**src/rtl/spm_serial_ctrl_if.sv**
```systemverilog
// spm_serial_ctrl_if: bundles every non-clock signal of spm_serial_ctrl.
//
// Handshake rule, shared by the operand (in_*) and product (out_*) channels:
//   a transfer happens on a rising clk edge where valid && ready are both 1.
//   valid must not wait for ready. Once valid is raised, the source keeps its
//   payload stable until that transfer edge. The ready and valid outputs of the
//   controller come straight from state registers and are never a function of
//   the same-cycle in_valid or out_ready.
//
// Signals:
//   in_valid/in_ready/in_x/in_y  operand channel (y is sent out LSB first)
//   out_valid/out_ready/out_p    product channel, bit 0 = first bit captured
//   spm_x/spm_y/spm_rst/spm_p    multiplier side (spm_rst is active-low)
// Modports:
//   slave  - the controller
//   master - the environment: operand source, product sink and multiplier
interface spm_serial_ctrl_if #(
  parameter int WIDTH  = 32,
  parameter int YWIDTH = 32
);
  logic                      in_valid;
  logic                      in_ready;
  logic [WIDTH-1:0]          in_x;
  logic [YWIDTH-1:0]         in_y;
  logic [WIDTH-1:0]          spm_x;
  logic                      spm_y;
  logic                      spm_rst;
  logic                      spm_p;
  logic                      out_valid;
  logic                      out_ready;
  logic [WIDTH+YWIDTH-1:0]   out_p;

  modport slave (
    input  in_valid, in_x, in_y, spm_p, out_ready,
    output in_ready, spm_x, spm_y, spm_rst, out_valid, out_p
  );

  modport master (
    output in_valid, in_x, in_y, spm_p, out_ready,
    input  in_ready, spm_x, spm_y, spm_rst, out_valid, out_p
  );
endinterface

```
**src/rtl/spm_serial_ctrl.sv**
```systemverilog
// spm_serial_ctrl: serial-side controller for the spm serial-parallel multiplier.
//   Accepts (x, y), holds x on spm_x, shifts y out on spm_y LSB first, then
//   pads up to WIDTH+YWIDTH bits. It collects spm_p into out_p and returns the
//   product. Only one operation is in flight at a time.
//
// Ports:
//   clk        clock, rising edge
//   rst        synchronous reset, active-low
//   bus        spm_serial_ctrl_if.slave (operand, product and multiplier signals)
//   dbg_state  current FSM state (IDLE=0, CLEAR=1, SHIFT=2, DRAIN=3, DONE=4)
//
// Build option:
//   SPM_CTRL_SIGNED_EN - when defined, the pad bit is y's sign bit.
//                        The product is then two's-complement signed.
//                        When undefined, the pad bit is 0 and the product is unsigned.
module spm_serial_ctrl #(
  parameter int WIDTH  = 32,
  parameter int YWIDTH = 32,
  parameter int P_LAT  = 1
) (
  input  logic               clk,
  input  logic               rst,
  spm_serial_ctrl_if.slave   bus,
  output logic [2:0]         dbg_state
);
  localparam int N  = WIDTH + YWIDTH;
  localparam int CW = $clog2(N + P_LAT + 1);
  localparam logic [CW-1:0] SHIFT_LAST = CW'(N - 1);
  localparam logic [CW-1:0] DRAIN_LAST = CW'(N + P_LAT - 1);

  typedef enum logic [2:0] {
    IDLE  = 3'd0,
    CLEAR = 3'd1,
    SHIFT = 3'd2,
    DRAIN = 3'd3,
    DONE  = 3'd4
  } state_t;

  state_t            state;
  state_t            state_nxt;
  logic [CW-1:0]     cnt;
  logic [YWIDTH-1:0] y_sr;
  logic [WIDTH-1:0]  x_q;
  logic [N-1:0]      p_sr;
  logic              pad_bit;
  logic              cap_en;

  // The MSB is refilled with the pad bit on every shift. In the signed build,
  // that keeps the sign bit in place, so the shift is arithmetic.
`ifdef SPM_CTRL_SIGNED_EN
  assign pad_bit = y_sr[YWIDTH-1];
`else
  assign pad_bit = 1'b0;
`endif

  // cnt runs without a break through SHIFT (0..N-1) and DRAIN (N..N+P_LAT-1).
  // The bit driven at count k returns at count k+P_LAT. So capture covers
  // every count from P_LAT onward. The int cast avoids an always-true
  // unsigned compare when P_LAT is 0.
  assign cap_en = ((state == SHIFT) || (state == DRAIN)) && (int'(cnt) >= P_LAT);

  // State register
  always_ff @(posedge clk) begin
    if (!rst) state <= IDLE;
    else      state <= state_nxt;
  end

  // Next-state logic
  always_comb begin
    state_nxt = state;
    case (state)
      IDLE:  if (bus.in_valid) state_nxt = CLEAR;
      CLEAR: state_nxt = SHIFT;
      SHIFT: if (cnt == SHIFT_LAST) state_nxt = (P_LAT == 0) ? DONE : DRAIN;
      DRAIN: if (cnt == DRAIN_LAST) state_nxt = DONE;
      DONE:  if (bus.out_ready) state_nxt = IDLE;
      default: state_nxt = IDLE;
    endcase
  end

  // Outputs: every one is decoded from registered state only
  always_comb begin
    bus.in_ready  = (state == IDLE);
    bus.out_valid = (state == DONE);
    bus.spm_rst   = (state == SHIFT) || (state == DRAIN);
    bus.spm_y     = (state == SHIFT) && y_sr[0];
    bus.spm_x     = x_q;
    bus.out_p     = p_sr;
    dbg_state     = state;
  end

  // Datapath
  always_ff @(posedge clk) begin
    if (!rst) begin
      cnt  <= '0;
      y_sr <= '0;
      x_q  <= '0;
      p_sr <= '0;
    end else begin
      case (state)
        IDLE: begin
          if (bus.in_valid) begin
            x_q  <= bus.in_x;
            y_sr <= bus.in_y;
          end
        end
        CLEAR: cnt <= '0;
        SHIFT: begin
          cnt  <= cnt + CW'(1);
          y_sr <= {pad_bit, y_sr[YWIDTH-1:1]};
        end
        DRAIN: cnt <= cnt + CW'(1);
        default: ;
      endcase
      // Right shift with entry at the MSB. After N captures, the first bit is at bit 0.
      if (cap_en) p_sr <= {bus.spm_p, p_sr[N-1:1]};
    end
  end
endmodule

```
**src/flat_wrapper.sv**
```systemverilog
// flat-port wrapper written by rule: the top's interface ports become plain ports
module spm_serial_ctrl_flat 
#(
  parameter int WIDTH  = 32,
  parameter int YWIDTH = 32,
  parameter int P_LAT  = 1
)
  (clk, rst, dbg_state, bus_in_valid, bus_in_x, bus_in_y, bus_spm_p, bus_out_ready, bus_in_ready, bus_spm_x, bus_spm_y, bus_spm_rst, bus_out_valid, bus_out_p);
  spm_serial_ctrl_if #(.WIDTH(WIDTH), .YWIDTH(YWIDTH)) bus_i ();
  input  logic clk;
  input  logic rst;
  output logic [2:0] dbg_state;
  input wire logic [$bits(bus_i.in_valid)-1:0] bus_in_valid;
  input wire logic [$bits(bus_i.in_x)-1:0] bus_in_x;
  input wire logic [$bits(bus_i.in_y)-1:0] bus_in_y;
  input wire logic [$bits(bus_i.spm_p)-1:0] bus_spm_p;
  input wire logic [$bits(bus_i.out_ready)-1:0] bus_out_ready;
  output wire logic [$bits(bus_i.in_ready)-1:0] bus_in_ready;
  output wire logic [$bits(bus_i.spm_x)-1:0] bus_spm_x;
  output wire logic [$bits(bus_i.spm_y)-1:0] bus_spm_y;
  output wire logic [$bits(bus_i.spm_rst)-1:0] bus_spm_rst;
  output wire logic [$bits(bus_i.out_valid)-1:0] bus_out_valid;
  output wire logic [$bits(bus_i.out_p)-1:0] bus_out_p;
  assign bus_i.in_valid = bus_in_valid;
  assign bus_i.in_x = bus_in_x;
  assign bus_i.in_y = bus_in_y;
  assign bus_i.spm_p = bus_spm_p;
  assign bus_i.out_ready = bus_out_ready;
  assign bus_in_ready = bus_i.in_ready;
  assign bus_spm_x = bus_i.spm_x;
  assign bus_spm_y = bus_i.spm_y;
  assign bus_spm_rst = bus_i.spm_rst;
  assign bus_out_valid = bus_i.out_valid;
  assign bus_out_p = bus_i.out_p;
  spm_serial_ctrl #(.WIDTH(WIDTH), .YWIDTH(YWIDTH), .P_LAT(P_LAT)) u_core (.clk(clk), .rst(rst), .bus(bus_i), .dbg_state(dbg_state));
endmodule
```
**config.mk**
```make
export PLATFORM = sky130hd
export DESIGN_NAME = spm_serial_ctrl_flat
export DESIGN_NICKNAME = d
export VERILOG_FILES = /design/src/rtl/spm_serial_ctrl_if.sv /design/src/rtl/spm_serial_ctrl.sv /design/src/flat_wrapper.sv
export SDC_FILE = /design/constraint.sdc
export NUM_CORES = 1
export LEC_CHECK = 0
export BUFFER_PORTS_ARGS = -buffer_cell sky130_fd_sc_hd__buf_2
export CAP_MARGIN = 20
export CORE_AREA = 4 4 106 108
export CTS_CLUSTER_DIAMETER = 120
export DETAILED_ROUTE_END_ITERATION = 8
export DIE_AREA = 0 0 110 112
export GPL_TIMING_DRIVEN = 0
export PLACE_DENSITY = 0.88
export SYNTH_ARGS = -nofsm -noshare
export SYNTH_HDL_FRONTEND = slang
export SYNTH_SLANG_ARGS = --single-unit
```
**constraint.sdc**
```tcl
create_clock -name clk -period 3.5 [get_ports clk]
set_input_delay 0 -clock clk [delete_from_list [all_inputs] [get_ports clk]]
set_output_delay 0 -clock clk [all_outputs]
set_load 0.005 [all_outputs]
```
==> out/qor.csv <==
stage;metric;value;unit
pwr;leakage power summed over all cells;3.40;nW
worst_setup_path;Worst path max stage delay;0.58;ns
global_route;via count of the first global-routing pass;5446;
timing;RSZ-0062 raised after global routing;false;
timing;skew final;0.00735;ns
drt;Routed Antenna Nets;0;
placed_design;HPWL reported at the end of detailed placement;9370;um
worst_setup_path;Crit path max-delay family;buffers and inverters;
clock_network;maximum level of the CTS H-tree;4;
floorplanning;Std-Cell Rows;37;
worst_setup_path;cell occurring most often along the worst timing path;dlygate4sd3_1;
placed_design;GPL Wtd Cong;0.836;
clock_network;Clock Pin Slew Worst Setup and Hold Paths;0.06;ns
logic_synthesis;share of Yosys cell area claimed by the top area cell type;51.4;%
logic_synthesis;cell types occupying the most area after synthesis;dfxtp_1 51%, mux2i_1 12%, nand2_1 11%, a21oi_1 5.6%, nor2_1 3.8%;
timing;final-report hold violation count;0;
global_route;antenna violations before repair;2;
floorplanning;Die Width;110;um
worst_setup_path;Worst Path Class, Setup;reg -> reg;
floorplanning;chip height;112;um
global_route;pin count of the biggest net entering global routing;17;
logic_synthesis;distinct cell type count of the synthesized netlist;39;
timing;Rel. slew slack;58.9;%
run_status;outcome;finished clean;
logic_synthesis;fraction of synthesis flops using an asynchronous set or reset pin;0;%
logic_synthesis;cell accounting for the most synthesized area;dfxtp_1;
logic_synthesis;sequential cell area fraction in the yosys report;51.4;%
logic_synthesis;mean instance size in the synthesized netlist;8.94;um^2
timing;Max Slew Vio Count;0;
final_layout;filler cell count in the final layout;678;
pwr;Power per Cell Area;533;nW/um^2
global_route;wire length of the first global-routing pass;27300;um
logic_synthesis;cell area after synthesis;5370;um^2
clock_network;Root Buffer;clkbuf_8;
pwr;worst vdd ir;0.000400;V
final_layout;commonest cells after routing, fill and taps aside;181 x buf_2, 153 x nand2_1, 138 x dfxtp_1, 75 x dlygate4sd3_1, 66 x mux2i_1;
timing;final setup violation count;0;
final_layout;Design Area, Final;7770;um^2
clock_network;Clock Tree Buf Depth;2;
worst_setup_path;WP data required;3.96;ns
timing;setup tns final;0;ns
worst_setup_path;arrival time at the worst endpoint;2.96;ns
placed_design;number of I/O port buffers;170;
timing;final critical-path share of the clock period;71.4;%
drt;detailed-route via count;5465;
clock_network;clock insertion delay at the later pin of the skew report;0.52;ns
drt;aggregate routed wire length;16600;um
timing;Max Clock Freq;400;MHz
floorplanning;initial core utilization;52.5;%
drt;Vias/cell;5.38;
logic_synthesis;most used flip-flop cell after synthesis;dfxtp_1;
final_layout;leading cell type in the layout, fill and taps excluded;buf_2;
final_layout;layout overhead on the synthesized area;44.7;%
floorplanning;area of the die;12300;um^2
worst_setup_path;FF-to-FF setup slack;1.00;ns
worst_setup_path;cell at the slowest stage of the critical path;dlygate4sd3_1;
timing;measured slew at the worst slew-check pin;0.613;ns
clock_network;cts bufs inserted;17;
timing;final critical path time including I/O delays and setup;2.50;ns
floorplanning;Std-Cell Core Area;10200;um^2
pwr;sum of internal, switching and leakage power;4.15;mW
worst_setup_path;CP max FO;10;
logic_synthesis;total of flip-flops plus latches after synthesis;138;
clock_network;number of cells upsized or downsized after cts;0;
worst_setup_path;CP Capture Type;register;
logic_synthesis;Synth Warn #;0;
clock_network;CTS tree;yes;
worst_setup_path;CP bufs+invs;3;
floorplanning;number of placed I/O pins;172;
worst_setup_path;startpoint type of the worst setup path;register;
drt;DR pass1 iterations;5;
placed_design;placed instance area;6390;um^2
logic_synthesis;post-synthesis instance total;601;
run;number of max-cap violations;0;
drt;final routed wire length divided by cell count;16.4;um
drt;DRC violations left;0;
min_path;Hold/Removal Path Class;in -> reg;
worst_setup_path;cell breakdown of the critical path;buf_2 -> nor4b_4 -> nand2_1 -> dlygate4sd3_1 -> a31oi_1 -> dlygate4sd3_1;
final_layout;fraction of layout cells with a size suffix above 1;26.7;%
logic_synthesis;nets in the synthesized netlist;673;
drt;number of violations reported at the end of detailed-routing iteration 0;583;
global_route;remaining global-route overflow;0;
logic_synthesis;number of synthesized flops with an enable pin;0;
final_layout;fin nets;937;
clock_network;Sink Count;138;
global_route;total global routing track utilization;28.2;%
-- per-stage QoR --
stage	hold slack (ns)	setup slack (ns)	util [%]	instances
after floorplan	0.136	2.05	-	601
after global placement	0.241	1.89	62.5	907
after detailed placement	0.248	1.87	62.5	907
after CTS	0.0884	1.11	75.9	1013
after global routing	0.124	0.908	76.0	1015
final	0.118	1.00	76.0	1015
-- worst paths after layout --
kind	depth (start not counted)	to	from
max	6	u_core.y_sr[0]$_SDFFE_PN0P_	u_core.dbg_state[0]$_SDFFE_PN0P_
min	5	u_core.bus.spm_x[5]$_SDFFE_PN0P_	bus_in_valid
max reg2reg	6	u_core.y_sr[0]$_SDFFE_PN0P_	u_core.dbg_state[0]$_SDFFE_PN0P_
min reg2reg	2	u_core.bus.spm_x[7]$_SDFFE_PN0P_	u_core.bus.spm_x[7]$_SDFFE_PN0P_
-- cell type report --
type | count | area [um^2] | area share [%]
Sequential cell | 138 | 2760 | 35.5
Multi-Input combinational cell | 415 | 2310 | 29.8
Timing Repair Buffer | 245 | 1600 | 20.6
Clock buffer | 20 | 455 | 5.86
Buffer | 44 | 282 | 3.62
Tap cell | 136 | 170 | 2.19
Clock inverter | 11 | 169 | 2.17
Inverter | 4 | 15.0 | 0.193
Antenna cell | 2 | 5.00 | 0.0644
-- Yosys cell counts, drive strengths merged, types with 4 or more instances --
| library cell | n |
|---|---|
| a21oi | 60 |
| nor2 | 54 |
| inv | 4 |
| nor4 | 25 |
| buf | 26 |
| dfxtp | 138 |
| mux2i | 66 |
| a31oi | 9 |
| nand2 | 153 |
| o21ai | 12 |
| clkbuf | 18 |
| nand3 | 8 |
-- power by group --
| group | switching [mW] | leakage [nW] | internal, mW |
|---|---|---|---|
| Clock | 0.663 | 0.295 | 1.21 |
| Sequential | 0.0574 | 1.12 | 1.66 |
| Combinational | 0.307 | 1.98 | 0.253 |
-- logic make-up (layout without fill, tap and decap cells) --
family,count (synthesis),after routing,share of synthesized area (%)
fa+ha+maj,3,3,0.699
buf+inv,48,324,5.52
compound gates,89,89,8.94
other cells,0,2,0
flops,138,138,51.4
mux,66,66,12.3
simple gates,257,257,21.1
-- layer usage --
layer  vias up  GRT usage, %  wire (um)
met5         -             0          0
met4         0          12.2        666
met2       325          46.8       8160
li1       2564             -          -
met3        73          11.5       1580
met1      2503          31.4       6240
-- what timing repair did --
item                      CTS  global route
hold endpoints to repair   66             0
hold buffers               75             0
buffers inserted            0             0
-- worst min-delay path: stages --
cell and delay, ns:
buf_2 0.12, nor4b_4 0.15, buf_2 0.19, nand2_1 0.08, a21oi_1 0.05
-- flip-flops by register name, indices dropped and copies added (netlist names) --
register / cells
u_core.bus.out_p: 64
u_core.bus.spm_x: 32
u_core.y_sr: 32
u_core.cnt: 7
u_core.dbg_state: 3
(Power assumes the default switching activity.)
